### config.mk
export PLATFORM = sky130hd
export DESIGN_NAME = ps2_scancode_decoder
export DESIGN_NICKNAME = d
export VERILOG_FILES = /design/src/rtl/ps2_scancode_decoder.sv
export SDC_FILE = /design/constraint.sdc
export NUM_CORES = 1
export LEC_CHECK = 0
export CAP_MARGIN = 40
export CORE_UTILIZATION = 48
export DETAILED_ROUTE_END_ITERATION = 10
export PLACE_DENSITY = 0.84
export SLEW_MARGIN = 5
export SYNTH_ARGS = -nofsm -noshare
export SYNTH_HDL_FRONTEND = slang
export SYNTH_SLANG_ARGS = --single-unit
export TNS_END_PERCENT = 100
### constraint.sdc
create_clock -name CLK50 -period 1.8 [get_ports CLK50]
set_input_delay 0.36 -clock CLK50 [delete_from_list [all_inputs] [get_ports CLK50]]
set_output_delay 0.36 -clock CLK50 [all_outputs]
set_load 0.05 [all_outputs]
### src/rtl/ps2_scancode_decoder.sv
// rtl/ps2_scancode_decoder.sv - PS/2 Set-2 scan-code sequence decoder with arrow-driven position counter
//
// Assembles received bytes (E0 / F0 prefixed sequences) into single key
// events, tracks the held state of the up/down arrow keys and steps a
// saturating position counter on extended arrow make codes.
//
// Ports:
//   CLK50           in   system clock, rising edge
//   reset           in   synchronous active-high reset
//   byte_valid      in   one-cycle strobe, byte_in valid
//   byte_in[7:0]    in   received byte
//   parity_err      in   qualifies byte_valid: byte failed parity/framing
//   key_valid       out  one-cycle strobe, completed key event
//   key_code[7:0]   out  final code byte of the last event
//   key_ext         out  last event was E0-prefixed
//   key_break       out  last event was a release (F0)
//   arrow_up_held   out  extended 75 currently pressed
//   arrow_down_held out  extended 72 currently pressed
//   pos[6:0]        out  saturating position counter, 0..POS_MAX
//   seq_error       out  one-cycle strobe, byte discarded or sequence aborted

module ps2_scancode_decoder #(
    parameter logic [15:0] TIMEOUT  = 16'd50000,
    parameter logic [6:0]  POS_MAX  = 7'd99,
    parameter logic [6:0]  POS_INIT = 7'd0
) (
    input  logic       CLK50,
    input  logic       reset,
    input  logic       byte_valid,
    input  logic [7:0] byte_in,
    input  logic       parity_err,
    output logic       key_valid,
    output logic [7:0] key_code,
    output logic       key_ext,
    output logic       key_break,
    output logic       arrow_up_held,
    output logic       arrow_down_held,
    output logic [6:0] pos,
    output logic       seq_error
);

    typedef enum logic [1:0] {
        S_IDLE    = 2'd0,
        S_EXT     = 2'd1,
        S_BRK     = 2'd2,
        S_EXT_BRK = 2'd3
    } state_t;

    state_t      state_q, state_d;
    logic [15:0] cnt_q, cnt_d;
    logic        key_valid_q, key_valid_d;
    logic [7:0]  key_code_q, key_code_d;
    logic        key_ext_q, key_ext_d;
    logic        key_break_q, key_break_d;
    logic        up_q, up_d;
    logic        down_q, down_d;
    logic [6:0]  pos_q, pos_d;
    logic        seq_error_q, seq_error_d;

    // Event request raised by the FSM decode, applied to the outputs below
    logic        ev;
    logic        ev_ext;
    logic        ev_brk;

    always_ff @(posedge CLK50) begin
        if (reset) begin
            state_q     <= S_IDLE;
            cnt_q       <= 16'd0;
            key_valid_q <= 1'b0;
            key_code_q  <= 8'h00;
            key_ext_q   <= 1'b0;
            key_break_q <= 1'b0;
            up_q        <= 1'b0;
            down_q      <= 1'b0;
            pos_q       <= POS_INIT;
            seq_error_q <= 1'b0;
        end else begin
            state_q     <= state_d;
            cnt_q       <= cnt_d;
            key_valid_q <= key_valid_d;
            key_code_q  <= key_code_d;
            key_ext_q   <= key_ext_d;
            key_break_q <= key_break_d;
            up_q        <= up_d;
            down_q      <= down_d;
            pos_q       <= pos_d;
            seq_error_q <= seq_error_d;
        end
    end

    always_comb begin
        state_d     = state_q;
        cnt_d       = cnt_q;
        key_valid_d = 1'b0;
        key_code_d  = key_code_q;
        key_ext_d   = key_ext_q;
        key_break_d = key_break_q;
        up_d        = up_q;
        down_d      = down_q;
        pos_d       = pos_q;
        seq_error_d = 1'b0;
        ev          = 1'b0;
        ev_ext      = 1'b0;
        ev_brk      = 1'b0;

        if (byte_valid) begin
            // Any byte restarts the prefix timeout, even a bad one
            cnt_d = 16'd0;
            if (parity_err) begin
                seq_error_d = 1'b1;
                state_d     = S_IDLE;
            end else begin
                unique case (state_q)
                    S_IDLE: begin
                        if (byte_in == 8'hE0) begin
                            state_d = S_EXT;
                        end else if (byte_in == 8'hF0) begin
                            state_d = S_BRK;
                        end else if (byte_in == 8'hAA || byte_in == 8'hFA ||
                                     byte_in == 8'hFC || byte_in == 8'hFE) begin
                            // Keyboard status/ack bytes: not key events
                            state_d = S_IDLE;
                        end else if (byte_in == 8'h00 || byte_in == 8'hFF) begin
                            seq_error_d = 1'b1;
                        end else begin
                            ev = 1'b1;
                        end
                    end
                    S_EXT: begin
                        if (byte_in == 8'hF0) begin
                            state_d = S_EXT_BRK;
                        end else if (byte_in == 8'hE0) begin
                            // Repeated E0 is tolerated
                            state_d = S_EXT;
                        end else if (byte_in == 8'h00 || byte_in == 8'hFF) begin
                            seq_error_d = 1'b1;
                            state_d     = S_IDLE;
                        end else begin
                            ev      = 1'b1;
                            ev_ext  = 1'b1;
                            state_d = S_IDLE;
                        end
                    end
                    S_BRK, S_EXT_BRK: begin
                        state_d = S_IDLE;
                        if (byte_in == 8'hE0 || byte_in == 8'hF0) begin
                            seq_error_d = 1'b1;
                        end else begin
                            ev     = 1'b1;
                            ev_brk = 1'b1;
                            ev_ext = (state_q == S_EXT_BRK);
                        end
                    end
                    default: state_d = S_IDLE;
                endcase
            end
        end else if (state_q != S_IDLE) begin
            // Abandon a dangling prefix; a byte in this cycle takes the branch above
            if (cnt_q == TIMEOUT - 16'd1) begin
                state_d     = S_IDLE;
                seq_error_d = 1'b1;
                cnt_d       = 16'd0;
            end else begin
                cnt_d = cnt_q + 16'd1;
            end
        end else begin
            cnt_d = 16'd0;
        end

        if (ev) begin
            key_valid_d = 1'b1;
            key_code_d  = byte_in;
            key_ext_d   = ev_ext;
            key_break_d = ev_brk;
            // Only extended arrows count; keypad 8/2 share the codes without E0
            if (ev_ext && byte_in == 8'h75) begin
                up_d = !ev_brk;
                if (!ev_brk && pos_q < POS_MAX) begin
                    pos_d = pos_q + 7'd1;
                end
            end
            if (ev_ext && byte_in == 8'h72) begin
                down_d = !ev_brk;
                if (!ev_brk && pos_q != 7'd0) begin
                    pos_d = pos_q - 7'd1;
                end
            end
        end
    end

    assign key_valid       = key_valid_q;
    assign key_code        = key_code_q;
    assign key_ext         = key_ext_q;
    assign key_break       = key_break_q;
    assign arrow_up_held   = up_q;
    assign arrow_down_held = down_q;
    assign pos             = pos_q;
    assign seq_error       = seq_error_q;

endmodule

Word-level counts from Yosys, hierarchy flattened
Index checks and enable logic that the tools add are counted.
Word-level totals
  register bits: 39
  input bits: 12
  output and inout bits: 21
  word-level logic and storage cells: 94
Cells by class
  $add $sub $neg: 3
  order comparisons: 1
  equality and inequality tests: 14
  multiplexer cells: 44
  bitwise gates (word level): 1
  reduce and logical (&&, ||, !) cells: 21
Operator list (count)
  equality test 8 bit, second input constant: 7
  2-to-1 mux 1 bit: 28
  2-to-1 mux 7 bit: 4
  adder 16 x 1 -> 16 bit, second input constant: 1
  equality test 16 bit, second input constant: 1
  equality test 8 x 7 -> 1 bit, second input constant: 2
  2-to-1 mux 2 bit: 8
  zero test 8 bit: 1
  adder 7 x 1 -> 7 bit, second input constant: 1
  less-than comparator 7 bit, second input constant: 1
  nonzero test 7 bit: 1
  subtractor 7 x 1 -> 7 bit, second input constant: 1
  != test 6 bit, second input constant: 1
  one-hot mux 1 bit (3 select lines): 2
  one-hot mux 2 bit (3 select lines): 1
  nonzero test 2 bit: 3
  logical OR 1 bit: 5
  equality test 2 bit, second input constant: 2
  logical AND 1 bit: 4
  AND reduction 2 bit: 2
  OR reduction 4 bit: 1
  AND reduction 3 bit: 1
  equality test 2 x 1 -> 1 bit, second input constant: 1
  zero test 2 bit: 1
  4 further kinds: 4

Longest topological paths before layout
Gate-level depths: netlist of run 1.
  depth in word-level cells: 12
  mapped depth: 8
  gate-level depth less buffers: 6

Worst setup path after synthesis of run 1
No wires, ideal clock.
  path kind: register to register
  start point: register pos_q[0], in the netlist pos[0]
  end point: register pos_q[3], in the netlist pos[3]
  library setup time: 0.123 ns
  data arrival time: 1.848 ns
  required time: 1.677 ns
  slack: -0.171 ns
  stages on the path, launching flop included: 7
  path buffers: 0
  period minus slack after synthesis: 1.971 ns
  cell sequence: dfxtp_1 -> inv_1 -> ha_1 -> and3b_1 -> nor3_1 -> a31oi_1 -> mux2_1
On the way
  longest elaborated chain between the ends: 6
  elaborated cells between the ends (all ways): 10
  classes of those cells: 2 x add/sub; 1 x order compare; 4 x mux; 3 x reduce/logical
Ends and longest elaborated chain
  start: declaration: RTL line 57  | logic [6:0] pos_q, pos_d;
  start signal: assignment: RTL line 86  | pos_q <= pos_d;
  less-than comparator 7 bit: RTL line 178  | if (!ev_brk && pos_q < POS_MAX) begin
  logical AND 1 bit: RTL line 178
  2-to-1 mux 7 bit: RTL line 178
  2-to-1 mux 7 bit: RTL line 176  | if (ev_ext && byte_in == 8'h75) begin
  2-to-1 mux 7 bit: RTL line 184  | if (!ev_brk && pos_q != 7'd0) begin
  2-to-1 mux 7 bit (*): RTL line 182  | if (ev_ext && byte_in == 8'h72) begin
Every way passes the cells marked *; elsewhere a longest branch is shown, timed or not.
A chain may end at the register's enable or synchronous reset.

Worst setup path after layout of run 1
  start point: input port byte_in[2]
  end point: register pos_q[4], in the netlist pos[4]
On the way
  longest elaborated chain between the ends: 12
  elaborated cells between the ends (all ways): 41
  classes of those cells: 9 x eq/ne; 21 x mux; 11 x reduce/logical
Ends and longest elaborated chain
  start: declaration: RTL line 30  | input logic [7:0] byte_in,
  equality test 8 bit (tied with other cells): RTL line 123, 135
  logical OR 1 bit, on equally long branches: RTL line 123, 135, 146
  2-to-1 mux 1 bit, on equally long branches: RTL line 123, 135, 146
  2-to-1 mux 1 bit, on equally long branches: RTL line 132, 113
  2-to-1 mux 1 bit, on equally long branches: RTL line 130, 109
  one-hot mux 1 bit (2 select lines) / 2-to-1 mux 1 bit (equally long branches): RTL line 113, 106
  2-to-1 mux 1 bit / zero test 1 bit (equally long branches): RTL line 109, 178, 184
  2-to-1 mux 1 bit / logical AND 1 bit (equally long branches): RTL line 106, 178
  logical AND 1 bit / 2-to-1 mux 7 bit (equally long branches): RTL line 176, 178
  2-to-1 mux 7 bit: RTL line 176
  2-to-1 mux 7 bit: RTL line 184
  2-to-1 mux 7 bit: RTL line 182
Parallel ways exist; a longest one is shown, timed or not.

==> results of run 1 <==
==> layout make-up <==
| class | count | area [um2] | area share |
|---|---|---|---|
| Multi-Input combinational cell | 183 | 1339 | 0.4699 |
| Sequential cell | 39 | 793.3 | 0.2784 |
| Timing Repair Buffer | 67 | 543.0 | 0.1906 |
| Clock buffer | 6 | 72.57 | 0.02547 |
| Tap cell | 50 | 62.56 | 0.02196 |
| Inverter | 7 | 26.28 | 0.009223 |
| Clock inverter | 2 | 12.51 | 0.004392 |
==> worst max path at each step <==
stage | start | to | slack (ns) | cells after the start
floorplan | cnt_q[0] | cnt_q[10] | -0.04 | 8
global route | pos[3] | pos[2] | -0.05 | 7
CTS | byte_in[2] | pos[5] | 0.002 | 8
finish | byte_in[2] | pos[4] | 0.008 | 7
detailed placement | byte_in[0] | pos[5] | -0.61 | 6
global placement | byte_in[0] | pos[6] | -0.55 | 6
==> worst max-delay path: stages <==
cell and delay (ns):
clkdlybuf4s15_2 0.21, buf_6 0.13, nor4_4 0.26, a41oi_4 0.22, nor3b_1 0.34, a32oi_1 0.13
mux2_1 0.32
==> where the power goes <==
part | total, uW | leakage, uW | switching (uW) | internal, uW
combinational | 188 | 0.000724 | 115 | 73.3
sequential | 877 | 0.000319 | 5.79 | 871
clock | 587 | 0.0000412 | 316 | 271
==> Yosys cell counts, drive strengths merged, types with 6 or more instances <==
library cell  number
a21oi             17
clkbuf             8
dfxtp             39
inv                7
nand2             13
nand3             17
nor2              28
nor2b              6
nor3               8
nor4               6
o21ai             12
xnor2              8
==> placed cells by master (no fill, tap or decap), types with 4 or more instances in the layout <==
cell / instances
buf_4: 50
and4_1: 5
mux2_1: 4
nand3_1: 15
dfxtp_2: 4
inv_1: 7
and3_1: 5
a21oi_1: 16
buf_6: 5
xnor2_1: 8
xor2_1: 5
clkbuf_8: 5
a31oi_1: 4
o21ai_0: 10
or3_1: 4
nor2_1: 27
nor3_1: 5
nor2b_1: 6
dfxtp_1: 33
nand4_1: 5
dlygate4sd2_1: 4
nand2_1: 13
==> per-stage QoR <==
step / power [uW] / cells / utilization
after CTS: 1658 / 354 / 0.6807
after global routing: 1717 / 354 / 0.7071
after global placement: 1082 / 340 / 0.6339
final: 1652 / 354 / 0.7071
after floorplan: 994.0 / 239 / -
after detailed placement: 1085 / 340 / 0.6339
==> repair_timing <==
item                                    CTS  global route
resized for setup                        27            28
buffers inserted                          6             1
pin swaps                                 7            10
endpoints found under the setup margin   20            28
==> sequential cells by signal, indices dropped and copies added, names as in the netlist <==
| register | flops |
|---|---|
| arrow_up_held | 1 |
| state_q | 2 |
| cnt_q | 16 |
| key_code | 8 |
| pos | 7 |
| seq_error | 1 |
| arrow_down_held | 1 |
| key_valid | 1 |
| key_ext | 1 |
| key_break | 1 |
==> kinds of logic (layout without fill, tap and decap cells) <==
group           count (synthesis)  in the layout  share of synthesized area
compound gates                 44             44                     0.1459
xor+xnor                       13             13                    0.05603
fa+ha+maj                       4              4                    0.02463
buf+inv                        17             82                    0.03325
flops                          39             39                     0.3842
mux                             7              7                    0.03694
simple gates                  115            115                     0.3190
==> layer usage <==
layer / vias up / part of all wire
met2: 70 / 0.49
met3: 12 / 0.052
li1: 1003 / -
met5: - / 0
met1: 976 / 0.44
met4: 0 / 0.016
==> run summary, run 1 <==
Synth warnings - 0
FF-to-FF Start - pos[3]
total negative slack - 0 ns
# port buffers - 32
Reg2Reg Depth - 7
full die area - 4498 um2
detailed placer's ending HPWL - 3587 um
P&R area growth vs syn - 40.21%
Synth area leader - dfxtp_1
WHS Endpoint - key_code[3]
gr busiest metal - met2
hold path cells - 3
DR vias/cell - 5.822
share of the synthesized area in the top cell type - 0.3842
dominant cells by area after synthesis - dfxtp_1, nor2_1, nand3_1, a21oi_1, xnor2_1
r2r setup slk - 0.02 ns
vias in the first global route - 1,807
Worst Max-Slew Pin Slew - 0.3785 ns
Clock Tree Buf Depth - 2
chip width - 67.07 um
DP Worst Slack - -0.6097 ns
via count - 2,061
CTS tree - built
Tmin final - 1.792 ns
Distinct cells, synth - 45
RSZ-0062 raised after global routing - true
RePlAce Congestion - 0.9228
outcome - finished clean
post-synthesis sequential area ratio - 0.3842
Filler cells - 299
Async SR Flop Fraction - 0
DR iter-0 viols - 197
I/O pin count - 33
final number of hold-violating endpoints - 0
Initial Utilization - 0.5043
Final ANT Viol Nets - 0
# rows - 23
Clock Pin Slew Worst Setup and Hold Paths - 0.08 ns
CP max FO - 5
DP Area - 2554 um2
Routed WL - 5665 um
layout cell share with drive strength beyond 1 - 0.3158
Synth Cell Area - 2032 um2
fmax - 0.5579 GHz
post-route cell area - 2849 um2
Mapped Cells - 239
CP Launch Type - input port
Layout Skew - 0.006026 ns
met1 GRT Util - 0.3137
leakage - 0.001084 uW
routing usage on met2 - 0.3788
Max-Cap Viols - 0
layout net count - 319
CP arrival - 1.98 ns
Global Route Usage Sum - 0.2430
Worst Path Class, Setup - input port to flip-flop
clock buffer count from CTS - 5
Worst Min Path Start - byte_in[3]
Mapped Nets - 255
Syn Area/Cell - 8.502 um2
fin. max-slew vios - 0
Hold Crit Class - input port to flip-flop
H-tree Lvls - 2
DRC violations left - 0
CTS Hold Buffers Added - 0
endpoints failing setup - 0
met3 Use GR - 0.06336
period utilization - 0.9958
core area - 4029 um2
Diodes inserted - 0
Overflow after GRT - 0
initial antenna violation count - 0
Min Hold Slack - 0.4189 ns
Worst Slack Setup Final - 0.007576 ns
largest net degree at the start of global routing - 30
P per Cell Area - 579.8 nW/um2
Die Height - 67.07 um
CTS Root Cell - clkbuf_8
routed len/inst - 16.00 um
number of enable flip-flop cells after synthesis - 0
Crit. End Element - flip-flop
Reg-to-Reg End - pos[2]
Rel. slew slack - 0.7476
Critical Path RT - 1.99 ns
Primary FF master, synth - dfxtp_1
Yosys reg bits - 39
first-pass GRT wire length - 8231 um
CTS sink count - 39
Clk Latency, worst-skew pair - 0.29 ns
maximum vdd drop - 0.0003975 V
drt pass-1 iters - 4
(Power assumes the default switching activity.)
==> inputs of run 2 (changes only) <==
ABC_CLOCK_PERIOD_IN_PS = 1800   (was default)
==> results of run 2 <==
The final DEF is identical to that of run 1; final timing and power are the same.
